<file path="src/rtl/prog_sequencer.sv">
// prog_sequencer: fetches instructions from a synchronous program memory and issues them one at a time
// to a 9-bit processor, waiting for Done with a bounded timeout.
module prog_sequencer #(
  parameter int ADDR_W   = 5,
  parameter int PROG_LEN = 32,
  parameter int LOOP     = 0,
  parameter int TIMEOUT  = 15
)(
  input  logic              clock,
  input  logic              aResetn,
  input  logic              Start,
  input  logic              Stop,
  output logic [ADDR_W-1:0] MemAddr,
  input  logic [8:0]        MemData,
  output logic [8:0]        DataIn,
  output logic              Run,
  input  logic              Done,
  output logic              Busy,
  output logic              Error
);
  typedef enum logic [2:0] {IDLE, FETCH, LOAD, ISSUE, WAIT, ERROR, HALT} state_t;
  localparam logic [ADDR_W-1:0] LAST = ADDR_W'(PROG_LEN - 1);
  localparam logic [7:0] TMO_LAST = 8'(TIMEOUT - 1);
  state_t state, state_n;
  logic [ADDR_W-1:0] pc, pc_n;
  logic [7:0] cnt, cnt_n;
  logic stop_req, stop_req_n;
  always_ff @(posedge clock or negedge aResetn)
    if (!aResetn) begin
      state    <= IDLE;
      pc       <= '0;
      cnt      <= '0;
      stop_req <= 1'b0;
      DataIn   <= '0;
    end else begin
      state    <= state_n;
      pc       <= pc_n;
      cnt      <= cnt_n;
      stop_req <= stop_req_n;
      if (state == LOAD) DataIn <= MemData;
    end
  // cnt holds the number of WAIT cycles already elapsed without Done
  always_comb begin
    state_n    = state;
    pc_n       = pc;
    cnt_n      = cnt;
    stop_req_n = stop_req;
    case (state)
      IDLE, HALT, ERROR:
        if (Start) begin
          state_n    = FETCH;
          pc_n       = '0;
          stop_req_n = 1'b0;
        end
      FETCH: state_n = LOAD;
      LOAD:  state_n = ISSUE;
      ISSUE: begin
        state_n = WAIT;
        cnt_n   = '0;
      end
      WAIT:
        if (Done) begin
          if (stop_req || Stop) state_n = IDLE;
          else if (pc == LAST) begin
            state_n = (LOOP != 0) ? FETCH : HALT;
            pc_n    = (LOOP != 0) ? '0 : pc;
          end else begin
            state_n = FETCH;
            pc_n    = pc + 1'b1;
          end
        end else if (cnt == TMO_LAST) state_n = ERROR;
        else cnt_n = cnt + 8'd1;
      default: state_n = IDLE;
    endcase
    if (Busy && Stop && !(state == WAIT && Done)) stop_req_n = 1'b1;
  end
  assign MemAddr = pc;
  assign Run     = state == ISSUE;
  assign Busy    = state == FETCH || state == LOAD || state == ISSUE || state == WAIT;
  assign Error   = state == ERROR;
endmodule

</file>
<file path="config.mk">
export PLATFORM = sky130hd
export DESIGN_NAME = prog_sequencer
export DESIGN_NICKNAME = d
export VERILOG_FILES = /design/src/rtl/prog_sequencer.sv
export SDC_FILE = /design/constraint.sdc
export NUM_CORES = 1
export LEC_CHECK = 0
export ABC_AREA = 1
export BUFFER_PORTS_ARGS = -buffer_cell sky130_fd_sc_hd__buf_2
export CORE_MARGIN = 10
export CORE_UTILIZATION = 40
export CTS_CLUSTER_DIAMETER = 120
export DETAILED_ROUTE_END_ITERATION = 10
export PLACE_DENSITY_LB_ADDON = 0.2
export SYNTH_ARGS = -nofsm -noshare
export SYNTH_HDL_FRONTEND = slang
export SYNTH_SLANG_ARGS = --single-unit
</file>
<file path="constraint.sdc">
create_clock -name clock -period 1.3 [get_ports clock]
set_input_delay 0.065 -clock clock [delete_from_list [all_inputs] [get_ports clock]]
set_output_delay 0.065 -clock clock [all_outputs]
set_load 0.05 [all_outputs]
</file>
# Yosys cells after proc, flatten, opt, wreduce, memory -nomap -nowiden
# Cells that the tools add are included.
# word_totals
regBits	26
in_bits	14
elab_cells	57
out_inout_bits	17
# classes
n_mux	17
n_eq_ne	15
addsub	2
n_reduce_logical	18
# ops
operator	count
5-bit 2-to-1 mux	4
8-bit 2-to-1 mux	2
8-bit one-hot mux with 2 select lines	1
3-bit 2-to-1 mux	5
3-bit one-hot mux with 5 select lines	1
2-bit != test, second input constant	6
5-bit one-hot mux with 2 select lines	1
3-bit equality test, second input constant	3
8-bit by 1-bit adder with 8-bit output, second input constant	1
8-bit by 4-bit equality test with 1-bit output, second input constant	1
2-bit nonzero test	4
3-bit by 2-bit equality test with 1-bit output, second input constant	2
5-bit by 1-bit adder with 5-bit output, second input constant	1
5-bit equality test, second input constant	1
5-bit AND reduction	1
1-bit logical OR	4
2-bit AND reduction	2
3-bit by 1-bit equality test with 1-bit output, second input constant	1
1-bit logical AND	3
3-bit zero test	1
1-bit 2-to-1 mux	3
3-bit != test, second input constant	1
3-bit AND reduction	1
3-bit OR reduction	1
1-bit zero test	1

# Longest topological paths before layout
# logic_depth
ltp_word	8
mapped_depth	12

# Worst setup path before layout
# Ideal clock, no wire load.
# synth_timing
path_kind	reg-to-reg
startpoint	register pc[0] (netlist: MemAddr[0])
endpoint	register pc[0] (netlist: MemAddr[0])
setup_ps	120
t_required_ps	1180
n_path_buf	0
arrival_time_ps	1680
stages_incl_launch_ff	13
slack_ps	-500
cell_sequence	dfrtp_1 > ha_1 > nand2_1 > nor2_1 > ha_1 > inv_1 > nand3_1 > nand2_1 > nand2_1 > inv_2 > nand2_2 > nand2_1 > nand2_1
# synth_via
elab_chain_len	5
word_cells_on_any_way	8
cone_classes	add/sub (1); eq/ne (2); mux (4); reduce/logical (1)
# synth_lines
element	line	text
start: declaration	25	logic [ADDR_W-1:0] pc, pc_n;
start signal: assignment	37	pc <= pc_n;
5-bit by 1-bit adder with 5-bit output	69	pc_n = pc + 1'b1;
5-bit 2-to-1 mux	64	else if (pc == LAST) begin
5-bit 2-to-1 mux	63	if (stop_req || Stop) state_n = IDLE;
5-bit 2-to-1 mux	62	if (Done) begin
5-bit one-hot mux with 2 select lines	48	case (state)
# Several ways; a longest one is shown, not always the timed one. The select of a mux whose other input is x is not followed.
# A chain may end at the register's enable or synchronous reset.

# Final worst setup path
# layout_timing
startpoint	register pc[1] (netlist: MemAddr[1])
endpoint	register pc[4] (netlist: MemAddr[4])
# The elaborated chain is that of the path after synthesis.

==> impl_metrics.yaml <==
status:
  status: "finished, violations left"
  violations: "negative setup slack"
synthesis:
  synth_mux_area_frac: 0.0712
  synthSimpleGateAreaFrac: 0.339
  synth_warnings: 0
  synth.most_common_cell: "nand2_1"
  synth_cell_types: 19
  synth_top_family_by_area: "simple AND/OR/NAND/NOR gates"
  ys.flop_type: "dfrtp_1"
  synth-compound-area-share: 0.0352
  synth_area_leader_cell: "dfrtp_1"
  ys_top_cells_by_count: "nand2_1 (49), dfrtp_1 (26), nand3_1 (22)"
  syn_avg_cell_area_um2: 8.08
  synth_edf_count: 0
  synth-async-reset-ratio: 1.00
  synth_xor_area_frac: 0.00616
  syn_inst: 176
  synth_top_area_frac: 0.457
  synth.net_count: 194
  synth-seq-cells: 26
  yosys.area_share.adder: 0.0352
  synth_area_leaders: "dfrtp_1 (46%), nand2_1 (13%), nand3_1 (7.7%), mux2_2 (7.1%), nor2_1 (5.5%)"
  syn-cell-area_um2: 1420
  yosysSeqAreaShare: 0.457
global_routing:
  antenna_found_initial: 0
  grt_pass1_wl_mm: 6.17
  grt_max_degree: 27
  grtUsageMet3: 0.0349
  gr-usage-met2: 0.214
  grt_pass1_vias: 1334
  grt_overflow: 0
  busiest_layer: "met2"
  gr-usage-met1: 0.134
  grt_usage: 0.118
placement:
  pre_cts_ws_ps: -235
  io_buffers: 30
  globalplace.congestion: 0.841
  postPlaceCellArea_um2: 1740
  post-dp-hpwl_mm: 2.67
timing:
  clock_skew_ps: 10.2
  fin_setup_tns_ps: -2800
  max_freq_mhz: 649
  max_slew_margin: 0.614
  fin_crit_sh: 1.19
  drv_slew: 0
  worst_pin_slew_ps: 578
  hold_viol: 0
  worst_slack_ps: -241
  fin_crit_ps: 1540
  rsz0062_at_grt: "yes"
  setup_viol: 21
power_and_ir_drop:
  p_sw_uw: 2170
  power_density_nw_per_um2: 2050
  p_sw_frac: 0.491
  ir_worst_vdd_mv: 0.923
  pwr-share-seq: 0.279
  finalPower_uw: 4430
  pwr-share-clk: 0.093
  p_comb_frac: 0.628
  p_leak_uw: 0.00104
  p_int_uw: 2250
cells_and_area:
  multi_input_comb_area_um2: 846
  fillers: 286
  diodes: 0
  final_layout_size_suffix_gt1_frac: 0.484
  finalInstanceArea_um2: 2150
  seq_area_um2: 657
  fin_nets: 263
  syn_to_final_growth_pct: 51.5
  final_util: 0.636
route:
  wl_per_cell_um: 13.8
  drtIter0Drc: 111
  vias: 1437
  postRouteAntennaNets: 0
  drc: 0
  via_per_inst: 4.96
  totalWireLength_mm: 4.00
  dr.pass1.iters: 4
die:
  fp.dieArea_um2: 6340
  start_util: 0.420
  num_rows: 21
  die_h_um: 79.6
  io_pins: 31
  coreArea_um2: 3390
  die_w_um: 79.6
worst_setup_path:
  startpoint_type: "register"
  required_ps: 1530
  crit_arrival_ps: 1770
  critPathMaxFanout: 6
  cp-end-kind: "register"
  crit_type: "reg -> reg"
clock_network:
  clock_latency_ps: 330
  cts.sinks: 26
  clkTransAtPathRegs_ps: 140
  clk_path_buf_depth: 2
  ctsRootBufferMaster: "clkbuf_4"
  htreeDepth: 1
  cts_buffers: 3
  cts_tree: "done"
job:
  drv_cap: 0
min_path:
  hp-class: "in -> reg"
-- placed cells by master (no fill, tap or decap), drive strengths merged --
cell type	count
inv	18
a21oi	1
buf	54
nand2	54
nor3b	1
ha	4
nand3	23
dfrtp	26
nor2	24
nand4	2
mux2	9
xnor2	1
o21ai	9
dlygate4sd3	11
clkbuf	4
nand3b	3
-- registers in the layout, summed over array words and instances, names as in the netlist --
| name | cells |
|---|---|
| MemAddr | 5 |
| DataIn | 9 |
| stop_req | 1 |
| cnt | 8 |
| state | 3 |
-- logic make-up (layout without fill, tap and decap cells) --
kind of cell	count (synthesis)	count (layout)
and+or+nand+nor	107	107
DFF	26	26
buffers and inverters	19	87
AOI/OAI and AO/OA	10	10
muxes	9	9
adders and majority gates	4	4
xor gates and xnor gates	1	1
-- layout make-up --
class                   instances  share of cell area
well taps                      46              0.0267
multi-input cells             131               0.393
repair buffers                 65               0.228
inverters                      18              0.0314
flip-flops and latches         26               0.305
clock buffers                   4              0.0168
-- power by group through the flow --
stage | clock (uW) | sequential [uW] | combinational, uW
floorplan | 0 | 1800 | 1020
finish | 413 | 1240 | 2780
global route | 461 | 1270 | 3010
CTS | 437 | 1220 | 2500
detailed placement | 0 | 1220 | 2220
global placement | 0 | 1190 | 2170
-- worst max-delay path, cell delays in order, from the launching register on --
cell	delay, ps
dfrtp_2	460
ha_4	170
nand2_2	60
nor2_2	40
ha_2	170
inv_2	60
nand3_2	60
nand2_1	60
nand2_1	50
inv_2	110
nand2_4	90
nand2_1	70
nand2_1	50
-- metal layers --
layer | up-vias | wire length, um
met5 | - | 0
met4 | 0 | 52
met3 | 6 | 184
met2 | 30 | 2210
met1 | 696 | 1550
li1 | 705 | -
-- worst paths after layout --
path | to | cells past startpoint | slack (ps) | startpoint
hold / removal | stop_req$_DFFE_PN0P_ | 4 | 100 | Start
max in group asynchronous | state[1]$_DFFE_PN0P_ | 2 | 630 | aResetn
setup / recovery | MemAddr[4]$_DFFE_PN0P_ | 12 | -240 | MemAddr[1]$_DFFE_PN0P_
min in group asynchronous | MemAddr[0]$_DFFE_PN0P_ | 2 | 250 | aResetn
hold reg to reg | DataIn[7]$_DFFE_PN0P_ | 1 | 520 | DataIn[7]$_DFFE_PN0P_
setup reg to reg | MemAddr[4]$_DFFE_PN0P_ | 12 | -240 | MemAddr[1]$_DFFE_PN0P_
-- through the flow --
step,instances,hold slack (ps)
2_1_floorplan,176,-231
3_3_place_gp,263,93.0
3_5_place_dp,263,97.5
4_1_cts,282,102
5_1_grt,290,108
6_report,290,104
-- what timing repair did --
action	CTS	global route
hold buffers	11	0
setup endpoints to repair	18	29
gates resized for setup	25	34
pin swaps	8	12
endpoints found under the hold margin	36	0
buffers inserted	4	9
Power figures use the tool's default switching activity.
